File: src/rtl/alu_pkg.sv
// Shared definitions for the sequential ALU: opcode map, controller states and flag bit positions.
package alu_pkg;

   localparam logic [4:0] op_nop  = 5'b00000;
   localparam logic [4:0] op_add  = 5'b00001;
   localparam logic [4:0] op_and  = 5'b00010;
   localparam logic [4:0] op_sub  = 5'b00011;
   localparam logic [4:0] op_or   = 5'b00100;
   localparam logic [4:0] op_xor  = 5'b00101;
   localparam logic [4:0] op_mov  = 5'b00110;
   localparam logic [4:0] op_xchg = 5'b00111;
   localparam logic [4:0] op_not  = 5'b01000;
   localparam logic [4:0] op_sar  = 5'b01001;
   localparam logic [4:0] op_slr  = 5'b01010;
   localparam logic [4:0] op_sal  = 5'b01011;
   localparam logic [4:0] op_sll  = 5'b01100;
   localparam logic [4:0] op_rol  = 5'b01101;
   localparam logic [4:0] op_ror  = 5'b01110;
   localparam logic [4:0] op_inc  = 5'b01111;
   localparam logic [4:0] op_dec  = 5'b10000;
   localparam logic [4:0] op_mul  = 5'b10001;
   localparam logic [4:0] op_cmp  = 5'b10100;
   localparam logic [4:0] op_li   = 5'b10101;
   localparam logic [4:0] op_lm   = 5'b10110;
   localparam logic [4:0] op_br   = 5'b11111;

   typedef enum logic [1:0] {
      IDLE,
      BUSY,
      DONE
   } state_e;

   localparam int unsigned flag_n = 3;
   localparam int unsigned flag_z = 2;
   localparam int unsigned flag_c = 1;
   localparam int unsigned flag_v = 0;

   function automatic logic is_shift(logic [4:0] op);
      return op inside {op_sar, op_slr, op_sal, op_sll};
   endfunction

   function automatic logic is_rot(logic [4:0] op);
      return op inside {op_rol, op_ror};
   endfunction

endpackage

File: src/rtl/alu_iter.sv
// Iterative datapath: one-bit-per-cycle shifts/rotates and a shift-add multiplier.
// lo/hi/cout present the values after the current step, so the caller can latch them on done.
module alu_iter
   import alu_pkg::*;
#(
   parameter int unsigned WIDTH = 8,
   parameter int unsigned CNT_W = $clog2(WIDTH + 1)
) (
   input  logic             clk,
   input  logic             rst_n,
   input  logic             start,
   input  logic [4:0]       op,
   input  logic [WIDTH-1:0] a,
   input  logic [WIDTH-1:0] b,
   input  logic [CNT_W-1:0] count,
   output logic             done,
   output logic [WIDTH-1:0] lo,
   output logic [WIDTH-1:0] hi,
   output logic             cout
);

   logic [WIDTH-1:0] sh_q, sh_d;
   logic [WIDTH-1:0] acc_q, acc_d;
   logic [WIDTH-1:0] mcand_q;
   logic [CNT_W-1:0] cnt_q;
   logic [4:0]       op_q;
   logic [WIDTH:0]   sum;

   always_comb begin
      sh_d  = sh_q;
      acc_d = acc_q;
      cout  = 1'b0;
      sum   = {1'b0, acc_q} + (sh_q[0] ? {1'b0, mcand_q} : '0);
      case (op_q)
         op_sar: begin
            sh_d = {sh_q[WIDTH-1], sh_q[WIDTH-1:1]};
            cout = sh_q[0];
         end
         op_slr: begin
            sh_d = {1'b0, sh_q[WIDTH-1:1]};
            cout = sh_q[0];
         end
         op_sal, op_sll: begin
            sh_d = {sh_q[WIDTH-2:0], 1'b0};
            cout = sh_q[WIDTH-1];
         end
         op_rol: begin
            sh_d = {sh_q[WIDTH-2:0], sh_q[WIDTH-1]};
            cout = sh_q[WIDTH-1];
         end
         op_ror: begin
            sh_d = {sh_q[0], sh_q[WIDTH-1:1]};
            cout = sh_q[0];
         end
         default: begin
            // {acc, sh} is the product register; multiplier bits retire from sh[0]
            acc_d = sum[WIDTH:1];
            sh_d  = {sum[0], sh_q[WIDTH-1:1]};
         end
      endcase
   end

   assign done = (cnt_q == CNT_W'(1));
   assign lo   = sh_d;
   assign hi   = acc_d;

   always_ff @(posedge clk or negedge rst_n) begin
      if (!rst_n) begin
         sh_q    <= '0;
         acc_q   <= '0;
         mcand_q <= '0;
         cnt_q   <= '0;
         op_q    <= op_nop;
      end else if (start) begin
         sh_q    <= a;
         acc_q   <= '0;
         mcand_q <= b;
         cnt_q   <= count;
         op_q    <= op;
      end else if (cnt_q != '0) begin
         sh_q  <= sh_d;
         acc_q <= acc_d;
         cnt_q <= cnt_q - CNT_W'(1);
      end
   end

endmodule

File: src/rtl/alu_seq.sv
// Handshaked ALU: single-cycle ops resolved at acceptance, shifts/rotates/MUL via alu_iter.
// Holds the IDLE/BUSY/DONE controller, the result registers and the flag register.
module alu_seq
   import alu_pkg::*;
#(
   parameter int unsigned WIDTH = 8,
   parameter int unsigned CNT_W = $clog2(WIDTH + 1)
) (
   input  logic             clk,
   input  logic             rst_n,
   input  logic             in_valid,
   output logic             in_ready,
   input  logic [4:0]       alu_op,
   input  logic [WIDTH-1:0] src_a,
   input  logic [WIDTH-1:0] src_b,
   output logic             out_valid,
   input  logic             out_ready,
   output logic [WIDTH-1:0] result,
   output logic [WIDTH-1:0] result2,
   output logic [3:0]       flags
);

   localparam int unsigned    msb     = WIDTH - 1;
   localparam logic [WIDTH:0] width_x = (WIDTH + 1)'(WIDTH);

   state_e           state_q, state_d;
   logic [WIDTH-1:0] result_q, result_d, result2_q, result2_d;
   logic [3:0]       flags_q, flags_d;
   logic [4:0]       op_q, op_d;
   logic             a_msb_q, a_msb_d;
   logic             accept, start;

   logic [WIDTH-1:0] arith_b, sc_res, sc_res2;
   logic [WIDTH:0]   sum_x, dif_x, b_x, rot_x;
   logic             sc_c, sc_v, sc_upd;
   logic [3:0]       sc_flags;

   logic             it_op, it_done, it_cout, hi_nz;
   logic [CNT_W-1:0] it_cnt;
   logic [WIDTH-1:0] it_lo, it_hi;
   logic [3:0]       it_flags;

   assign in_ready  = (state_q == IDLE) || ((state_q == DONE) && out_ready);
   assign out_valid = (state_q == DONE);
   assign accept    = in_valid && in_ready;
   assign result    = result_q;
   assign result2   = result2_q;
   assign flags     = flags_q;

   // Single-cycle ops, evaluated directly from the request
   always_comb begin
      arith_b = (alu_op == op_inc || alu_op == op_dec) ? WIDTH'(1) : src_b;
      sum_x   = {1'b0, src_a} + {1'b0, arith_b};
      dif_x   = {1'b0, src_a} - {1'b0, arith_b};
      sc_res  = src_b;
      sc_res2 = '0;
      sc_c    = 1'b0;
      sc_v    = 1'b0;
      sc_upd  = 1'b0;
      case (alu_op)
         op_add, op_inc: begin
            sc_res = sum_x[WIDTH-1:0];
            sc_c   = sum_x[WIDTH];
            sc_v   = (src_a[msb] == arith_b[msb]) && (sum_x[msb] != src_a[msb]);
            sc_upd = 1'b1;
         end
         op_sub, op_cmp, op_dec: begin
            sc_res = dif_x[WIDTH-1:0];
            sc_c   = dif_x[WIDTH];
            sc_v   = (src_a[msb] != arith_b[msb]) && (dif_x[msb] != src_a[msb]);
            sc_upd = 1'b1;
         end
         op_and: begin sc_res = src_a & src_b; sc_upd = 1'b1; end
         op_or:  begin sc_res = src_a | src_b; sc_upd = 1'b1; end
         op_xor: begin sc_res = src_a ^ src_b; sc_upd = 1'b1; end
         op_not: begin sc_res = ~src_a;        sc_upd = 1'b1; end
         op_nop: sc_res = '0;
         // XCHG is a register move: flags are kept
         op_xchg: sc_res2 = src_a;
         // Only reached with a zero count: operand passes through, C and V clear
         op_sar, op_slr, op_sal, op_sll, op_rol, op_ror: begin
            sc_res = src_a;
            sc_upd = 1'b1;
         end
         default: sc_res = src_b;
      endcase
      sc_flags = {sc_res[msb], sc_res == '0, sc_c, sc_v};
   end

   always_comb begin
      b_x   = {1'b0, src_b};
      rot_x = b_x % width_x;
      it_op = is_shift(alu_op) || is_rot(alu_op) || (alu_op == op_mul);
      if (is_rot(alu_op)) begin
         it_cnt = CNT_W'(rot_x);
      end else if (is_shift(alu_op)) begin
         it_cnt = (b_x >= width_x) ? CNT_W'(WIDTH) : CNT_W'(b_x);
      end else begin
         it_cnt = CNT_W'(WIDTH);
      end
   end

   alu_iter #(
      .WIDTH(WIDTH),
      .CNT_W(CNT_W)
   ) u_iter (
      .clk  (clk),
      .rst_n(rst_n),
      .start(start),
      .op   (alu_op),
      .a    (src_a),
      .b    (src_b),
      .count(it_cnt),
      .done (it_done),
      .lo   (it_lo),
      .hi   (it_hi),
      .cout (it_cout)
   );

   always_comb begin
      hi_nz = (it_hi != '0);
      if (op_q == op_mul) begin
         it_flags = {it_hi[msb], {it_hi, it_lo} == '0, hi_nz, hi_nz};
      end else begin
         it_flags = {it_lo[msb], it_lo == '0, it_cout, it_lo[msb] != a_msb_q};
      end
   end

   always_comb begin
      state_d   = state_q;
      result_d  = result_q;
      result2_d = result2_q;
      flags_d   = flags_q;
      op_d      = op_q;
      a_msb_d   = a_msb_q;
      start     = 1'b0;
      case (state_q)
         BUSY: begin
            if (it_done) begin
               state_d   = DONE;
               result_d  = it_lo;
               result2_d = (op_q == op_mul) ? it_hi : '0;
               flags_d   = it_flags;
            end
         end
         DONE: begin
            if (out_ready) state_d = IDLE;
         end
         default: ;
      endcase
      // Acceptance overrides the DONE drain so back-to-back ops never bubble
      if (accept) begin
         op_d    = alu_op;
         a_msb_d = src_a[msb];
         if (it_op && (it_cnt != '0)) begin
            state_d = BUSY;
            start   = 1'b1;
         end else begin
            state_d   = DONE;
            result_d  = sc_res;
            result2_d = sc_res2;
            if (sc_upd) flags_d = sc_flags;
         end
      end
   end

   always_ff @(posedge clk or negedge rst_n) begin
      if (!rst_n) begin
         state_q   <= IDLE;
         result_q  <= '0;
         result2_q <= '0;
         flags_q   <= '0;
         op_q      <= op_nop;
         a_msb_q   <= 1'b0;
      end else begin
         state_q   <= state_d;
         result_q  <= result_d;
         result2_q <= result2_d;
         flags_q   <= flags_d;
         op_q      <= op_d;
         a_msb_q   <= a_msb_d;
      end
   end

endmodule

File: config.mk
export PLATFORM = sky130hd
export DESIGN_NAME = alu_seq
export DESIGN_NICKNAME = d
export VERILOG_FILES = /design/src/rtl/alu_pkg.sv /design/src/rtl/alu_iter.sv /design/src/rtl/alu_seq.sv
export SDC_FILE = /design/constraint.sdc
export NUM_CORES = 1
export LEC_CHECK = 0
export ABC_AREA = 1
export BUFFER_PORTS_ARGS = -buffer_cell sky130_fd_sc_hd__buf_2
export CAP_MARGIN = 20
export CORE_MARGIN = 4
export CORE_UTILIZATION = 55
export DETAILED_ROUTE_END_ITERATION = 12
export MAX_ROUTING_LAYER = met4
export PLACE_DENSITY_LB_ADDON = 0.12
export SLEW_MARGIN = 10
export SYNTH_ARGS = -nofsm -noshare
export SYNTH_HDL_FRONTEND = slang
export SYNTH_HIERARCHICAL = 1
export SYNTH_SLANG_ARGS = --single-unit
File: constraint.sdc
create_clock -name clk -period 2.61 [get_ports clk]
set_clock_uncertainty 0.2 [all_clocks]
set_input_delay 0.1305 -clock clk [delete_from_list [all_inputs] [get_ports clk]]
set_output_delay 0.1305 -clock clk [all_outputs]
set_load 0.02 [all_outputs]
==> results of run 1 <==
-- stage by stage --
| step | TNS, ps | hold slack [ps] | setup WS (ps) | total power, uW |
|---|---|---|---|---|
| after global placement | -1510 | 125 | -388 | 4900 |
| after global routing | -1360 | 29.0 | -339 | 6950 |
| final | -596 | 33.7 | -197 | 6540 |
| after detailed placement | -2460 | 135 | -401 | 5010 |
| after floorplan | -40.8 | -365 | -30.7 | 3740 |
| after CTS | -518 | 21.4 | -148 | 6270 |
-- cells in the mapped netlist (7+ instances only) --
cell | number | area (um2)
inv_2 | 8 | 30.0
nor3_1 | 7 | 35.0
nand4_1 | 12 | 75.1
dfrtp_1 | 61 | 1530
o211ai_1 | 9 | 67.6
clkbuf_1 | 10 | 37.5
a21oi_1 | 40 | 200
nand2_1 | 256 | 961
o21ai_2 | 7 | 61.3
nor2_2 | 7 | 43.8
nor2_1 | 76 | 285
o21ai_0 | 32 | 160
inv_1 | 102 | 383
nand3_1 | 64 | 320
a31oi_2 | 9 | 113
ha_1 | 45 | 563
-- final cells by class --
cell class                      count  area [um2]  area share, %
Multi-Input combinational cell    623        3590           50.9
Sequential cell                    61        1530           21.6
Timing Repair Buffer              157        1150           16.3
Inverter                          111         417           5.90
Tap cell                          133         166           2.36
Clock buffer                       12         165           2.34
Clock inverter                      4        45.0          0.638
-- registers in the layout, summed over array words and instances (netlist names), 2 cells and up --
register,cells
u_iter/cnt_q,4
op_q,5
u_iter/mcand_q,8
flags,4
result,8
u_iter/sh_q,8
state_q,2
result2,8
u_iter/op_q,5
u_iter/acc_q,8
-- report_power, final --
part           internal, uW  switching [uW]
sequential             1390             341
combinational          1700            2220
clock                   514             379
-- cells in the final DEF, fill, tap and decap left out, types with 3 or more instances in the layout --
master | synthesis | final
nand2_1 | 256 | 248
inv_1 | 102 | 99
buf_4 | 2 | 85
nor2_1 | 76 | 71
dfrtp_1 | 61 | 60
nand3_1 | 64 | 59
buf_2 | 4 | 46
ha_1 | 45 | 38
a21oi_1 | 40 | 32
o21ai_0 | 32 | 30
dlygate4sd3_1 | 0 | 24
nand4_1 | 12 | 12
nor2_2 | 7 | 12
clkbuf_8 | 0 | 12
inv_2 | 8 | 11
nand2_2 | 3 | 10
a21oi_2 | 2 | 10
nand3_2 | 5 | 10
o21ai_2 | 7 | 9
a31oi_2 | 9 | 9
o211ai_1 | 9 | 9
nor3_1 | 7 | 7
nand2_4 | 6 | 7
a22oi_1 | 6 | 6
xnor2_1 | 6 | 5
ha_2 | 0 | 5
clkinv_2 | 0 | 3
and2_1 | 6 | 3
and2_4 | 0 | 3
-- cell families (layout without fill, tap and decap cells) --
kind of cell / Yosys count / count (layout) / synth area share [%]
buffers and inverters: 132 / 284 / 10.1
AO/OA/AOI/OAI: 114 / 114 / 13.3
flip-flops: 61 / 61 / 27.8
AND/OR/NAND/NOR: 454 / 454 / 36.3
adder cells (fa/ha/maj): 48 / 48 / 11.4
XOR/XNOR: 7 / 7 / 1.12
-- layer usage --
layer / vias to the layer above / global-route usage (%) / share of wire, %
met5: - / - / 0
met4: 0 / 11.0 / 2.8
met3: 46 / 4.68 / 5.7
met2: 214 / 57.2 / 50
met1: 2821 / 38.7 / 41
li1: 2924 / - / -
-- worst max-delay path: stages, from the launching register on --
cell	delay, ps
dfrtp_2	460
nand2_2	80
inv_2	40
ha_4	150
fa_2	360
nand3_2	90
nand2_4	70
nand2_2	70
nand2_1	50
nand2_1	80
nand3_2	70
buf_4	140
buf_4	120
buf_4	120
buf_4	120
buf_4	120
buf_4	120
buf_4	120
nand3_2	40
nand2_1	50
-- worst paths after layout --
path | endpoint | cells past startpoint | slack [ps]
setup / recovery | u_iter/acc_q[5] | 19 | -200
hold / removal | u_iter/op_q[4] | 4 | 30
setup reg to reg | u_iter/acc_q[5] | 19 | -200
hold reg to reg | u_iter/mcand_q[1] | 2 | 280
max in group asynchronous | result2[3] | 5 | 990
min in group asynchronous | u_iter/op_q[1] | 3 | 530
-- repair_timing --
item / CTS / global route
pin swaps: 7 / 5
hold endpoints to repair: 66 / 7
buffers inserted: 8 / 1
gates resized for setup: 21 / 30
setup endpoints to repair: 4 / 17
hold buffers: 23 / 1
gates cloned: 0 / 0
==> metrics.md, run 1 <==
| Metric | Value |
|---|---|
| Status | complete, but fails checks |
| Failing checks | setup timing |
| Clock root buffer | clkbuf_8 |
| Core area | 9730 um2 |
| Initial core utilization | 56.4% |
| Post-Layout Cell Count | 1101 |
| Yosys warnings | 6 |
| Worst Hold Class | in -> reg |
| Crit path arrival time | 2850 ps |
| Hold Crit Start | alu_op[4] |
| Pwr dens | around 930 nW/um2 |
| Maxcap violations | 0 |
| RSZ-0062 raised after global routing | true |
| Global-route wire length before repair | 29.1 mm |
| Final design utilization | 72.6% |
| Setup crit start | u_iter/sh_q[0] |
| Worst setup SP type | register |
| Fin area | between 7000 and 8000 um2 |
| FF+latch count, synth | 61 |
| Launch point of the worst reg-to-reg path | u_iter/sh_q[0] |
| Pleak | 0.00374 uW |
| Count of final setup violators | 4 |
| Placed cell count | 1052 |
| Primary FF master, synth | dfrtp_1 |
| Die H | 108 um |
| Slew Limit Headroom | 62.7% |
| Die ar. | 11600 um2 |
| Gr usage total | around a third |
| Syn nets | 889 |
| Layout cells sized above 1 | 25.6% |
| H-tree depth | 3 |
| CP max FO | 7 |
| Final period util | 108% |
| Initial antenna violation count | 0 |
| Area growth from synthesis to layout | 28.7% |
| Max Fclk | 0.356 GHz |
| Vias in the first global route | 6001 |
| DRC | 0 |
| Clk pin slew, worst setup/hold paths | around 70 ps |
| Final wirelength | roughly 18 mm |
| Fillers | 821 |
| CTS tree | yes |
| Total clock sinks | 61 |
| Drt initial violations | 494 |
| Crit path time final | 2810 ps |
| # rows | 36 |
| Max Slew Vio Count | 0 |
| TritonCTS buffer count | 9 |
| DR vias | 6005 |
| Post-DR wirelength/cell | approximately 16 um |
| # port buffers | 46 |
| Worst path required time | 2660 ps |
| Buffer depth of the longest clock path | 2 |
| Final worst slack | -197 ps |
| Post-synthesis cell type count | 44 |
| ANT cells | 0 |
| Total Nets Final | 1036 |
| Gr ovfl total | 0 |
| Async S/R FF share, synth | 100% |
| Post-synth EDFFs | 0 |
| Placed Area | 6350 um2 |
| Via density | approximately 5.5 |
| Worst VDD drop | 0.000577 V |
| Clk_lat worst skew | 350 ps |
| Die Width | approximately 110 um |
| Synth Area per Inst | around 6.7 um2 |
| Largest net degree at the start of global routing | 45 |
| Drt pass-1 iters | 5 |
| Slew @ Worst Pin | 558 ps |
| Setup Crit Path Kind | reg -> reg |
| Post-Synthesis Cells | 816 |
| Routed Antenna Nets | 0 |
| GPL Wtd Cong | 0.936 |
| Hold Fails Final Rpt | 0 |
| Ports | 47 |
| Worst Setup End Kind | register |
| Final HPWL DP | 13.6 mm |
| Post-synthesis sequential area ratio | 27.8% |
| Mapped Area | 5490 um2 |
No activity file was read; power rests on OpenSTA's default activity.
==> inputs of run 2 (changes only) <==
- SYNTH_HIERARCHICAL: 1 -> not set
==> run 2 against run 1 <==
Effect of this change:
- the flow now finishes without violations
- die area fell by 2.2%
- clock-buffer cell count down 3
- flip-flop and latch count is the same
- routed wire length is 8.1% lower
- area after synthesis shrank 2.3%
- critical path depth is the same
- synthesized cell count decreased by 3.4%
- utilization fell by 1.2 points
- maximum frequency up 12%
- setup slack improved by 290 ps
==> metrics.md, run 2 <==
| Metric | Value |
|---|---|
| Final HPWL DP | 12.8 mm (was 13.6 mm) |
| Fin area | 6690 um2 (was 7060 um2) |
| Clk_lat worst skew | 340 ps (was 350 ps) |
| Top cells by area, synth | dfrtp_1, nand2_1, ha_1, inv_1, nand3_1 (unchanged) |
| Slew @ Worst Pin | 718 ps (was 558 ps) |
| Maxcap violations | 0 (unchanged) |
| # port buffers | 46 (unchanged) |
| Initial core utilization | 57.2% (was 56.4%) |
| Ports | 47 (unchanged) |
| Post-synthesis mux area share | 0% (unchanged) |
| Placed cell count | 1001 (was 1052) |
| Synth Area in Simple Gates | 32.0% (was 36.3%) |
| Placed Area | 6070 um2 (was 6350 um2) |
| Pwr dens | 904 nW/um2 (was 926 nW/um2) |
| Buffer depth of the longest clock path | 2 (unchanged) |
| Post-Layout Cell Count | 1036 (was 1101) |
| GPL Wtd Cong | 0.989 (was 0.936) |
| CP max FO | 5 (was 7) |
| Largest family of logic cells by synthesized area | simple AND/OR/NAND/NOR gates (unchanged) |
| Via density | 5.45 (about the same) |
| Initial antenna violation count | 0 (unchanged) |
| H-tree depth | 3 (unchanged) |
| Post-synthesis xor/xnor area fraction | 0.654% (was 1.12%) |
| Post-synth EDFFs | 0 (unchanged) |
| Logic pwr share | 58.4% (was 59.9%) |
| Total Nets Final | 975 (was 1036) |
| Layout cells sized above 1 | 24.7% (was 25.6%) |
| DR vias | 5644 (was 6005) |
| Pleak | 0.00351 uW (was 0.00374 uW) |
| Drt pass-1 iters | 5 (unchanged) |
| Status | finished clean (was complete, but fails checks) |
| Int Power | 3180 uW (was 3600 uW) |
| Max Fclk | 0.397 GHz (was 0.356 GHz) |
| Global-route wire length before repair | 26.2 mm (was 29.1 mm) |
| Area fraction in compound gates after synthesis | 16.8% (was 13.3%) |
| Clock root buffer | clkbuf_8 (unchanged) |
| Top-count cell post-synth | nand2_1 (unchanged) |
| Worst path required time | 2640 ps (was 2660 ps) |
| Final period util | 96.4% (was 108%) |
| Final design utilization | 71.4% (was 72.6%) |
| P_sw | 2870 uW (was 2930 uW) |
| Most common cell after layout, fill and taps aside | nand2_1 (unchanged) |
| Synth top cells by count | nand2_1, inv_1, nor2_1 (unchanged) |
| Slew Limit Headroom | 52.1% (was 62.7%) |
| Max Slew Vio Count | 0 (unchanged) |
| Gr ovfl total | 0 (unchanged) |
| Synth Area in Adders | 11.6% (was 11.4%) |
| Post-DR wirelength/cell | 16.1 um (was 16.5 um) |
| TritonCTS buffer count | 9 (unchanged) |
| Most frequent cells in the layout | nand2_1, inv_1, dfrtp_1 (was nand2_1, inv_1, buf_4) |
| Worst VDD drop | 0.000484 V (was 0.000577 V) |
| Mapped Area | 5360 um2 (was 5490 um2) |
| Sequential power share | 27.7% (was 26.4%) |
| Worst Setup End Kind | register (unchanged) |
| Primary FF master, synth | dfrtp_1 (unchanged) |
| Largest net degree at the start of global routing | 33 (was 45) |
| Top cell type by total area after synthesis | dfrtp_1 (unchanged) |
| Net Sw Frac | 47.5% (was 44.9%) |
| Count of final setup violators | 0 (was 4) |
| Async S/R FF share, synth | 100% (unchanged) |
| Syn nets | 861 (was 889) |
| Die Width | 107 um (was 108 um) |
| Clk pin slew, worst setup/hold paths | 80 ps (was 70 ps) |
| Die ar. | 11400 um2 (was 11600 um2) |
| CTS tree | yes (unchanged) |
| Clock Power Share | 14.0% (was 13.7%) |
| Crit path time final | 2520 ps (was 2810 ps) |
| Drt initial violations | 504 (was 494) |
| Worst setup SP type | register (unchanged) |
| # rows | 35 (was 36) |
| Core area | 9370 um2 (was 9730 um2) |
| Gr usage total | 29.7% (was 32.7%) |
| Yosys warnings | 0 (was 6) |
| Synth Area per Inst | 6.80 um2 (was 6.72 um2) |
| Total clock sinks | 61 (unchanged) |
| Vias in the first global route | 5383 (was 6001) |
| Setup Crit Path Kind | reg -> reg (unchanged) |
| DRC | 0 (unchanged) |
| Routed Antenna Nets | 0 (unchanged) |
| Worst Hold Class | in -> reg (unchanged) |
| Post-synth top area share | 28.5% (was 27.8%) |
| Post-synthesis cell type count | 45 (was 44) |
| Post-synthesis sequential area ratio | 28.5% (was 27.8%) |
| Die H | 107 um (was 108 um) |
| Crit path arrival time | 2550 ps (was 2850 ps) |
| Final wirelength | 16.7 mm (was 18.2 mm) |
| Setup tns final | 0 ps (was -596 ps) |
| Area growth from synthesis to layout | 24.9% (was 28.7%) |
| Post-Synthesis Cells | 788 (was 816) |
| ANT cells | 0 (unchanged) |
| Hold Fails Final Rpt | 0 (unchanged) |
| FF+latch count, synth | 61 (unchanged) |
## run 2: changes by cell type after synthesis, sizes merged, moves of 3 or more
cell    previous run  this run
inv              110       125
a31oi             10         4
nor4               4         0
nor3               8         3
nor2              84        74
clkbuf            10         5
nand2            265       210
o211ai             9         6
o22ai              1        14
xnor2              6         1
a22oi              6         2
and2               6         0
o21ai             41        82
## run 2: kinds of logic (layout without fill, tap and decap cells)
kind of cell             Yosys count  count (layout)
adder cells (fa/ha/maj)           48              48
flip-flops                        61              61
AND/OR/NAND/NOR                  377             377
XOR/XNOR                           4               4
AO/OA/AOI/OAI                    158             158
buffers and inverters            140             259
## run 2: stage by stage
step | hold slack (ps) | power, uW | setup WS (ps)
2_1_floorplan | -365 | 3830 | 94.8
3_3_place_gp | 18.7 | 4660 | -152
3_5_place_dp | 24.8 | 4750 | -220
4_1_cts | 1.30 | 5640 | 4.06
5_1_grt | 17.3 | 6560 | -74.4
6_report | 14.3 | 6050 | 93.1
## run 2: final cells by class
cell class | instances | area [um2]
sequential | 61 | 1530
clock buffer | 9 | 124
multi-input combinational | 587 | 3510
timing repair buffer | 118 | 820
fill | 837 | 2680
tap | 129 | 161
clock inverter | 7 | 75.1
inverter | 125 | 474
## run 2: repair_timing
item                                    CTS  global route
gates cloned                              0             1
pin swaps                                 0            16
setup buffers                             0             6
endpoints found under the hold margin    41             0
gates resized for setup                   4            59
hold buffers                             12             0
endpoints found under the setup margin    3             9
## run 2: per-layer routing
metal | global-route usage (%) | up-vias | share of wire [%]
met5 | - | - | 0
met4 | 12.6 | 0 | 3.4
met3 | 3.01 | 38 | 5.8
met2 | 48.4 | 203 | 48
met1 | 37.9 | 2607 | 43
li1 | - | 2796 | -
## run 2: worst paths after layout
path / depth (start not counted) / slack [ps] / endpoint / startpoint
setup / recovery: 19 / 90 / flags[0] / u_iter.sh_q[0]
hold / removal: 4 / 10 / u_iter.cnt_q[0] / src_b[0]
setup reg to reg: 19 / 90 / flags[0] / u_iter.sh_q[0]
hold reg to reg: 2 / 290 / u_iter.mcand_q[6] / u_iter.mcand_q[6]
max in group asynchronous: 3 / 1400 / u_iter.mcand_q[4] / rst_n
min in group asynchronous: 2 / 170 / u_iter.cnt_q[1] / rst_n
## run 2: worst max-delay path: stages (launching register included)
cell and delay (ps):
dfrtp_1 420, buf_6 150, nand2_1 70, inv_1 70
ha_4 290, nand2_1 110, nor2_2 110, nand2_1 70
nand3_1 70, nand2_1 50, nand2_1 50, nand2_1 50
nand2_1 100, nand2_1 80, nor2_2 120, nand2_1 90
nand2_2 90, nand2_1 50, nand2_1 90, a21oi_1 70
## run 2: power by group through the flow
stage	clock [uW]	sequential [uW]	combinational [uW]
after floorplan	0	1700	2140
after global placement	0	1630	3030
after detailed placement	0	1640	3100
after CTS	859	1630	3150
after global routing	892	1720	3950
final	845	1670	3530
